$ cat config.mk
export PLATFORM = sky130hd
export DESIGN_NAME = cv32e40s_write_buffer_fifo_flat
export DESIGN_NICKNAME = d
export VERILOG_FILES = /design/src/rtl/cv32e40s_write_buffer_fifo_if.sv /design/src/rtl/cv32e40s_write_buffer_fifo.sv /design/src/flat_wrapper.sv
export SDC_FILE = /design/constraint.sdc
export NUM_CORES = 1
export LEC_CHECK = 0
export ABC_AREA = 1
export CORE_MARGIN = 2
export CORE_UTILIZATION = 44
export CTS_CLUSTER_SIZE = 10
export DETAILED_ROUTE_END_ITERATION = 8
export PLACE_DENSITY = 0.7
export SLEW_MARGIN = 20
export SYNTH_ARGS = -nofsm -noshare
export SYNTH_HDL_FRONTEND = slang
export SYNTH_SLANG_ARGS = --single-unit
export TNS_END_PERCENT = 10
$ cat constraint.sdc
create_clock -name clk -period 1.7 [get_ports clk]
set_input_delay 0.34 -clock clk [delete_from_list [all_inputs] [get_ports clk]]
set_output_delay 0.34 -clock clk [all_outputs]
set_load 0.1 [all_outputs]
$ cat src/rtl/cv32e40s_write_buffer_fifo_if.sv
// Shared request/response types and the LSU-to-OBI write buffer handshake bundle.
// The master side issues requests and bus ready; the slave side is the buffer.
package cv32e40s_pkg;

  typedef struct packed {
    logic [31:0] word_addr_low;
    logic [31:0] word_addr_high;
    logic        main;
    logic        bufferable;
    logic        cacheable;
    logic        integrity;
  } pma_cfg_t;

  parameter pma_cfg_t PMA_R_DEFAULT = '{main: 1'b1, default: '0};

  typedef struct packed {
    logic [31:0] addr;
    logic [5:0]  atop;
    logic [3:0]  be;
    logic [2:0]  prot;
    logic [1:0]  memtype;
    logic        we;
    logic [31:0] wdata;
    logic        dbg;
  } obi_data_req_t;

  parameter obi_data_req_t OBI_DATA_REQ_RESET = '{we: 1'b1, default: '0};

endpackage

interface cv32e40s_write_buffer_fifo_if #(
  parameter int DEPTH = 2
);
  import cv32e40s_pkg::*;

  logic                         valid_i;
  obi_data_req_t                trans_i;
  logic                         ready_i;
  logic                         valid_o;
  obi_data_req_t                trans_o;
  logic                         ready_o;
  logic                         empty_o;
  logic [$clog2(DEPTH+1)-1:0]   count_o;

  modport master (
    output valid_i, trans_i, ready_i,
    input  valid_o, trans_o, ready_o, empty_o, count_o
  );

  modport slave (
    input  valid_i, trans_i, ready_i,
    output valid_o, trans_o, ready_o, empty_o, count_o
  );

endinterface

$ cat src/rtl/cv32e40s_write_buffer_fifo.sv
// In-order write buffer: bufferable stores are queued, everything else bypasses once drained.
// Zero-latency bypass when empty; entries appear on trans_o the cycle after push.
module cv32e40s_write_buffer_fifo
  import cv32e40s_pkg::*;
#(
  parameter int       PMA_NUM_REGIONS = 0,
  parameter pma_cfg_t PMA_CFG[PMA_NUM_REGIONS-1:0] = '{default: PMA_R_DEFAULT},
  parameter int       DEPTH = 2
) (
  input  logic                         clk,
  input  logic                         rst_n,
  cv32e40s_write_buffer_fifo_if.slave  bus
);

  localparam int PTR_W = (DEPTH > 1) ? $clog2(DEPTH) : 1;
  localparam int CNT_W = $clog2(DEPTH+1);

  typedef logic [PTR_W-1:0] ptr_t;

  obi_data_req_t      mem_q [DEPTH];
  ptr_t               rd_ptr_q;
  ptr_t               wr_ptr_q;
  logic [CNT_W-1:0]   count_q;

  logic bs;
  logic empty;
  logic full;
  logic push;
  logic pop;

  // PMA configuration only shapes the package types; there is no local decode.
  logic unused_pma;
  assign unused_pma = ^{$bits(PMA_CFG), PMA_NUM_REGIONS};

  function automatic ptr_t ptr_inc(ptr_t p);
    return (p == ptr_t'(DEPTH-1)) ? '0 : p + ptr_t'(1);
  endfunction

  assign bs    = bus.trans_i.memtype[0] && bus.trans_i.we;
  assign empty = (count_q == '0);
  assign full  = (count_q == CNT_W'(DEPTH));

  always_comb begin
    bus.valid_o = bus.valid_i;
    bus.trans_o = bus.trans_i;
    bus.ready_o = bs || bus.ready_i;
    push        = 1'b0;
    pop         = 1'b0;
    if (empty) begin
      push = bus.valid_i && bs && !bus.ready_i;
    end else begin
      // Non-bufferable traffic must wait until every older store is on the bus.
      bus.valid_o = 1'b1;
      bus.trans_o = mem_q[rd_ptr_q];
      pop         = bus.ready_i;
      bus.ready_o = bs && (!full || bus.ready_i);
      push        = bus.valid_i && bus.ready_o;
    end
  end

  assign bus.empty_o = empty;
  assign bus.count_o = count_q;

  always_ff @(posedge clk or negedge rst_n) begin
    if (!rst_n) begin
      rd_ptr_q <= '0;
      wr_ptr_q <= '0;
      count_q  <= '0;
      for (int i = 0; i < DEPTH; i++) begin
        mem_q[i] <= OBI_DATA_REQ_RESET;
      end
    end else begin
      if (push) begin
        mem_q[wr_ptr_q] <= bus.trans_i;
        wr_ptr_q        <= ptr_inc(wr_ptr_q);
      end
      if (pop) begin
        rd_ptr_q <= ptr_inc(rd_ptr_q);
      end
      count_q <= count_q + CNT_W'(push) - CNT_W'(pop);
    end
  end

endmodule

$ cat src/flat_wrapper.sv
// flat-port wrapper written by rule: the top's interface ports become plain ports
module cv32e40s_write_buffer_fifo_flat import cv32e40s_pkg::*;
#(
  parameter int       PMA_NUM_REGIONS = 0,
  parameter pma_cfg_t PMA_CFG[PMA_NUM_REGIONS-1:0] = '{default: PMA_R_DEFAULT},
  parameter int       DEPTH = 2
)
  (clk, rst_n, bus_valid_i, bus_trans_i, bus_ready_i, bus_valid_o, bus_trans_o, bus_ready_o, bus_empty_o, bus_count_o);
  cv32e40s_write_buffer_fifo_if #(.DEPTH(DEPTH)) bus_i ();
  input  logic clk;
  input  logic rst_n;
  input wire logic [$bits(bus_i.valid_i)-1:0] bus_valid_i;
  input wire logic [$bits(bus_i.trans_i)-1:0] bus_trans_i;
  input wire logic [$bits(bus_i.ready_i)-1:0] bus_ready_i;
  output wire logic [$bits(bus_i.valid_o)-1:0] bus_valid_o;
  output wire logic [$bits(bus_i.trans_o)-1:0] bus_trans_o;
  output wire logic [$bits(bus_i.ready_o)-1:0] bus_ready_o;
  output wire logic [$bits(bus_i.empty_o)-1:0] bus_empty_o;
  output wire logic [$bits(bus_i.count_o)-1:0] bus_count_o;
  assign bus_i.valid_i = bus_valid_i;
  assign bus_i.trans_i = bus_trans_i;
  assign bus_i.ready_i = bus_ready_i;
  assign bus_valid_o = bus_i.valid_o;
  assign bus_trans_o = bus_i.trans_o;
  assign bus_ready_o = bus_i.ready_o;
  assign bus_empty_o = bus_i.empty_o;
  assign bus_count_o = bus_i.count_o;
  cv32e40s_write_buffer_fifo #(.PMA_NUM_REGIONS(PMA_NUM_REGIONS), .PMA_CFG(PMA_CFG), .DEPTH(DEPTH)) u_core (.clk(clk), .rst_n(rst_n), .bus(bus_i));
endmodule
Yosys cells after proc, flatten, opt, wreduce, memory -nomap -nowiden
Index checks and enable logic that the tools add are counted.
- word-level logic and storage cells: 53
- register bits after elaboration: 166
- mux-type cells: 13
- add/subtract/negate cells: 4
- reductions and logical operators: 11
- bitwise operators: 2
- eq/ne operators: 1
- $lt $le $gt $ge: 3
- operator list (cell ; count):
    $mux 81 ; 5
    $bwmux 162 ; 1
    $demux 81 s1 ; 1
    $logic_and 1x1->1 ; 6
    $mux 1 ; 6
    $ge 2x2->1 const B ; 2
    $not 1->2 ; 2
    $add 1x1->1 const B ; 2
    $add 2x1->2 ; 1
    $eq 2x2->1 const B ; 1
    $logic_not 1->1 ; 2
    $logic_not 2->1 ; 1
    $logic_or 1x1->1 ; 2
    $lt 2x1->1 const B ; 1
    $sub 2x1->2 ; 1

Longest topological paths before layout
Gate-level depths: netlist of run 1.
- depth in word-level cells: 8
- gate-level depth with buffers: 9
- gate-level depth less buffers: 9

Worst setup path after synthesis of run 1
Ideal clock, no wire load.
- path kind: register -> output
- start point: register u_core.count_q[1], in the netlist u_core.bus.count_o[1]
- end point: output bus_trans_o[72]
- stages on the path, launching flop included: 5
- setup slack: -2.348 ns
- path buffers: 1
- data arrival time: 3.708 ns
- cells stage by stage: dfrtp_1 > nor2_2 > clkbuf_1 > a21oi_1 > a21oi_1
- cells in the longest elaborated chain, start to end: 2
- ends and longest elaborated chain (what ; line ; RTL):
    from (decl) ; cv32e40s_write_buffer_fifo.sv:23 ; logic [CNT_W-1:0] count_q;
    from (signal assigned) ; cv32e40s_write_buffer_fifo.sv:80 ; count_q <= count_q + CNT_W'(push) - CNT_W'(pop);
    $logic_not 2->1 ; cv32e40s_write_buffer_fifo.sv:40 ; assign empty = (count_q == '0);
    via bus_empty_o ; flat_wrapper.sv:18 ; output wire logic [$bits(bus_i.empty_o)-1:0] bus_empty_o;
    $mux 81 ; cv32e40s_write_buffer_fifo.sv:49 ; if (empty) begin
    to (decl) ; flat_wrapper.sv:16 ; output wire logic [$bits(bus_i.trans_o)-1:0] bus_trans_o;
The timed path passes the listed nets, and every way through them passes these cells.

Final worst setup path of run 1
- start point: register u_core.count_q[1], in the netlist u_core.bus.count_o[1]
- end point: output bus_trans_o[30]
- cells in the longest elaborated chain, start to end: 2
- ends and longest elaborated chain (what ; line):
    $logic_not 2->1 ; cv32e40s_write_buffer_fifo.sv:40
    $mux 81 ; cv32e40s_write_buffer_fifo.sv:49
No other way between the ends.

==> run_results.csv, run 1 <==
group,metric,value,unit
floorplan,die_w,140,µm
synthesis,synth_compound_area_share,10.0,%
global_route,grt_pass1_wl,44900,µm
clocking,cts-root-buf,"clkbuf_16",
synthesis,synthAdderAreaFrac,0.153,%
global_route,grt_use_total,28.3,%
place,portBuffers,170,
synthesis,yosysWarnings,0,
synthesis,synth_xor_area_share,0.322,%
setup_path,regToRegEndpoint,"u_core.bus.count_o[1]",
global_route,grt_pass1_vias,8845,
global_route,grt_max_degree,80,
finish,seq_area,0.00417,mm²
status,status,"complete, but fails checks",
place,dp_hpwl,16200,µm
floorplan,io_pins,171,
finish,num-nets-final,1366,
setup_path,r2r-start,"u_core.bus.count_o[1]",
timing,fin_tns_setup,-47.70,ns
detailed_routing,wl_per_cell,18.3,µm
synthesis,synth_top_cell_by_area,"dfrtp_1",
timing,worstMarginPinSlew,0.426,ns
floorplan,die_area,0.0196,mm²
synthesis,synth.area.mux_share,0,%
setup_path,cp-start-kind,"register",
flow_run,maxCapViolations,0,
detailed_routing,num_vias,8644,
timing,period_minus_slack,2.24,ns
setup_path,cp.required,1.36,ns
place,preCtsSetupSlack,-0.356,ns
timing,max-slew-margin-rel,71.6,%
detailed_routing,routed_wl,27800,µm
setup_path,critPathArrivalTime,1.90,ns
floorplan,die_h,140,µm
synthesis,synth_cell_types,21,
timing,finClkSkew,0.00708,ns
synthesis,synthCells,1089,
global_route,antenna_found_initial,0,
clocking,cts_tree,"yes",
clocking,clockBufferDepth,2,
clocking,clk_latency,0.43,ns
timing,rsz0062_at_grt,"yes",
finish,multi_input_area,0.00515,mm²
synthesis,synth_seq_cells,166,
timing,fmax,447,MHz
timing,period_share,132,%
floorplan,core,0.0181,mm²
synthesis,yosys.area_share.simple,33.3,%
floorplan,start_util,45.1,%
clocking,cts_buffers,17,
clocking,cts_sinks,166,
global_route,overflow,0,
floorplan,row_count,49,
setup_path,critPathKind,"register to output port",
finish,drive_gt1_share,30.7,%
detailed_routing,vias_per_cell,5.68,
finish,nFillCells,1155,
min_path,hp-class,"input pin to asynchronous set/reset pin",
finish,diodes,0,
timing,fin_ws,-0.539,ns
detailed_routing,dr.pass1.iters,8,
timing,timing.hold.ws,0.296,ns
setup_path,critPathCaptureType,"output port",
synthesis,seq_area_frac_synth,51.0,%
place,gp_congestion,0.789,
setup_path,critPathMaxFanout,18,
status,violations,"design-rule violations, negative setup slack",
setup_path,r2r_setup_slack,-0.19,ns
synthesis,avgSynthCellArea,7.49,µm²
synthesis,syn_area,0.00816,mm²
timing,setup_viol,205,
detailed_routing,dr.first_iter.drc_count,797,
synthesis,synth_top_area_share,50.3,%
synthesis,syn_nets,1175,
detailed_routing,drc,9,
synthesis,synth_top_family_by_area,"simple AND/OR/NAND/NOR gates",
clocking,htree_levels,4,
timing,hold_violations,0,
synthesis,synth_area_leaders,"dfrtp_1 (50%), nand2_1 (19%), a21oi_1 (9.9%), nand3_1 (9.8%), nor2_1 (3.7%)",
finish,area_delta_synth_final,71.9,%
timing,maxSlewViolCount,0,
setup_path,cp-startpoint,"u_core.bus.count_o[1]",
clocking,clkSlewWorstSetupHoldPaths,0.07,ns
detailed_routing,detail-route-antenna-nets,0,
setup_path,rr_worst_depth,11,
[sequential cells by signal, indices dropped and copies added, names as in the netlist]
register and cells:
u_core.mem_q 162, u_core.bus.count_o 2, u_core.rd_ptr_q 1, u_core.wr_ptr_q 1
[cell families after synthesis]
group,count (synthesis)
compound gates,163
xor+xnor,3
fa+ha+maj,1
buf+inv,98
flops,166
simple gates,658
[cell type report]
type,count,area share (%)
Sequential cell,166,29.7
Clock inverter,13,1.04
Timing Repair Buffer,256,26.8
Tap cell,229,2.04
Multi-Input combinational cell,825,36.8
Clock buffer,19,3.23
Inverter,14,0.446
[how the worst max path moves through the flow]
stage	cells past startpoint	to	slack [ns]
CTS	7	bus_trans_o[80]	-0.56
global placement	8	u_core.mem_q[32]	-0.29
finish	7	bus_trans_o[30]	-0.54
detailed placement	8	u_core.mem_q[41]	-0.36
floorplan	5	bus_trans_o[10]	-0.45
global route	7	bus_trans_o[30]	-0.59
[Yosys cell counts, drive strengths merged]
cell,instances
clkbuf,43
nand2,410
xor2,3
buf,41
ha,1
nand3,161
a21oi,162
inv,14
dfstp,2
a21boi,1
dfrtp,164
nor2,84
nand4,3
[worst max-delay path, stage by stage, from the launching register on]
cell and delay (ns):
dfrtp_4 0.49, nor2_4 0.16, buf_8 0.17, inv_8 0.08, buf_12 0.19, nor2_2 0.14
a21oi_4 0.05, buf_12 0.17
[metrics by stage]
step / instance area, µm² / util, % / instances
global route: 14000 / 77.5 / 1522
detailed placement: 12500 / 69.0 / 1478
floorplan: 9180 / - / 1089
finish: 14000 / 77.5 / 1522
global placement: 12500 / 69.0 / 1478
CTS: 13600 / 75.4 / 1519
[timing repair]
item / 4_1_cts / 5_1_grt
pin swaps: 13 / 12
hold buffers: 1 / 0
hold endpoints to repair: 51 / 0
endpoints found under the setup margin: 185 / 247
buffers inserted: 4 / 1
gates resized for setup: 133 / 62
cloned: 4 / 3
[metal layers]
layer	vias up	global-route usage, %	part of all wire, %
met5	-	0	0
met4	0	9.94	2.1
met3	46	5.16	6.4
met2	371	46.5	50
met1	4285	37.9	41
li1	3942	-	-
[layout by cell type, fill, tap and decap left out, types with 4 or more instances in the layout]
cell | synthesis | routed
a21oi_2 | 0 | 6
nand2_1 | 409 | 407
a21oi_4 | 0 | 83
buf_12 | 0 | 113
buf_4 | 8 | 40
nand3_1 | 160 | 159
buf_16 | 0 | 5
a21oi_1 | 162 | 73
dfrtp_1 | 164 | 160
inv_6 | 0 | 4
clkdlybuf4s50_1 | 0 | 83
buf_6 | 0 | 8
nor2_2 | 1 | 12
clkbuf_16 | 0 | 20
inv_1 | 9 | 9
nor2_4 | 2 | 72
Power of run 1 is not shown: default switching activity piles up to over one toggle a cycle in this logic, so the estimate is an artifact.
==> inputs of run 2 (changes only) <==
--- a/config.mk
+++ b/config.mk
@@ -6,6 +6,7 @@
 export NUM_CORES = 1
 export LEC_CHECK = 0
 export ABC_AREA = 1
+export CAP_MARGIN = 5
 export CORE_MARGIN = 2
 export CORE_UTILIZATION = 44
 export CTS_CLUSTER_SIZE = 10
==> results of run 2 <==
No change in the layout: final DEF, timing and power equal those of run 1.
Power of run 2 is left out for the same reason.
==> inputs of run 3 (changes only) <==
==> constraint.sdc (replaced) <==
create_clock -name clk -period 2.55 [get_ports clk]
set_input_delay 0.51 -clock clk [delete_from_list [all_inputs] [get_ports clk]]
set_output_delay 0.51 -clock clk [all_outputs]
set_load 0.1 [all_outputs]
==> run 3 against run 2 <==
  * The flow finishes with violations (design-rule violations)
  * Flip-flop and latch count unchanged
  * Final area decreased by 11%
  * Utilization fell by 8.5 points
  * Critical path type unchanged
  * Highest routed layer unchanged
==> run_results.csv, run 3 (same netlist as run 1, synthesis figures left out) <==
group,metric,value,unit
status,status,"complete, but fails checks",
status,violations,"design-rule violations",
detailed_routing,vias_per_cell,5.55,
setup_path,cpMaxStageDelayCell,"dfrtp_2",
finish,largest_register_ff_count,162,
timing,worstMarginPinSlew,0.976,ns
timing,maxSlewViolCount,0,
timing,max-slew-margin-rel,34.9,%
setup_path,cp.required,2.04,ns
finish,finalInstanceArea,0.0125,mm²
global_route,grt_max_degree,92,
detailed_routing,drc,16,
setup_path,critPathMaxFanout,43,
timing,period_share,95.0,%
timing,setup_viol,0,
detailed_routing,detail-route-antenna-nets,0,
finish,diodes,0,
setup_path,cp-start-kind,"register",
detailed_routing,routed_wl,24800,µm
finish,num-nets-final,1306,
floorplan,start_util,45.1,%
global_route,overflow,0,
setup_path,slowest_delay,0.45,ns
finish,final_cell_mix,"nand2_1 (409), nand3_1 (160), dfrtp_1 (160)",
global_route,antenna_found_initial,0,
global_route,grt_use_total,25.7,%
global_route,grt_pass1_wl,41000,µm
place,dp_hpwl,14900,µm
setup_path,crit_chain,"nor2_4, inv_2, buf_6, nor2_1, a21oi_4, buf_12",
finish,seq_area,0.00416,mm²
detailed_routing,wl_per_cell,17.0,µm
finish,drive_gt1_share,19.7,%
detailed_routing,num_vias,8112,
clocking,cts_sinks,166,
floorplan,io_pins,171,
timing,period_minus_slack,2.42,ns
global_route,grt_pass1_vias,7970,
timing,finClkSkew,0.00808,ns
finish,regMostFlops,"u_core.mem_q",
place,portBuffers,170,
clocking,htree_levels,4,
clocking,clk_latency,0.42,ns
floorplan,die_w,140,µm
clocking,cts_tree,"yes",
place,place_area,0.0119,mm²
floorplan,die_area,0.0196,mm²
clocking,cts_buffers,17,
floorplan,die_h,140,µm
setup_path,critPathArrivalTime,1.91,ns
clocking,cts-root-buf,"clkbuf_16",
finish,multi_input_area,0.00451,mm²
clocking,ctsHoldBuffers,0,
finish,area_delta_synth_final,53.0,%
finish,layout_commonest_cell,"nand2_1",
timing,hold_violations,0,
min_path,hp-class,"input pin to asynchronous set/reset pin",
setup_path,critPathCaptureType,"output port",
place,gp_congestion,0.765,
floorplan,row_count,49,
finish,nFillCells,1405,
clocking,clkSlewWorstSetupHoldPaths,0.06,ns
detailed_routing,dr.first_iter.drc_count,587,
floorplan,core,0.0181,mm²
flow_run,maxCapViolations,0,
clocking,clockBufferDepth,2,
timing,fmax,413,MHz
setup_path,critPathKind,"register to output port",
detailed_routing,dr.pass1.iters,9,
run 3: cell count changes in the layout (fill, tap and decap cells not counted), sizes merged:
cell / before / now
buf: 169 / 113
clkbuf: 22 / 23
clkinv: 4 / 3
dlygate4sd3: 1 / 0
inv: 18 / 14
run 3: worst max-delay path, delay by kind of cell (launching register included):
family / cells / cell delay (ns)
buffers and inverters: 3 / 0.47
DFF: 1 / 0.45
and+or+nand+nor: 2 / 0.47
AOI/OAI and AO/OA: 1 / 0.06
run 3: layer usage:
layer	share of wire [%]	up-vias	routed length, µm	track usage [%]
met2	48	312	11900	42.5
met4	0.89	0	221	5.79
met3	7.8	18	1930	5.95
met5	0	-	0	0
li1	-	3797	-	-
met1	43	3985	10700	34.9
run 3: through the flow:
stage | instances | setup TNS [ns] | hold slack [ns] | utilization, % | setup WS (ns)
after floorplan | 1089 | 0 | 0.214 | - | 0.0186
after global placement | 1428 | 0 | 0.442 | 65.6 | 0.314
after global routing | 1461 | -0.00434 | 0.0986 | 69.0 | -0.00434
final | 1461 | 0 | 0.0625 | 69.0 | 0.126
after CTS | 1459 | 0 | 0.0883 | 68.9 | 0.00578
after detailed placement | 1428 | 0 | 0.447 | 65.6 | 0.251
run 3: final timing paths:
path / to / depth (start not counted) / from / slack [ns]
min in group clk: u_core.mem_q[33] / 2 / u_core.mem_q[33] / 0.46
min: u_core.mem_q[7] / 1 / rst_n / 0.06
min reg2reg: u_core.mem_q[33] / 2 / u_core.mem_q[33] / 0.46
max in group asynchronous: u_core.mem_q[24] / 2 / rst_n / 1.76
max: bus_trans_o[35] / 6 / u_core.bus.count_o[1] / 0.13
max reg2reg: u_core.bus.count_o[1] / 10 / u_core.bus.count_o[1] / 0.62
run 3: what timing repair did:
item / 4_1_cts / 5_1_grt
pin swaps: 0 / 1
resized for setup: 1 / 2
setup buffers: 0 / 2
endpoints found under the setup margin: 1 / 81
run 3: area by class of cell:
cell class / count / area share [%]
timing repair buffer: 196 / 23.1
tap: 229 / 2.30
sequential: 166 / 33.3
inverter: 14 / 0.421
clock inverter: 8 / 0.782
multi-input combinational: 825 / 36.2
clock buffer: 23 / 3.91
Power of run 3 is left out for the same reason.
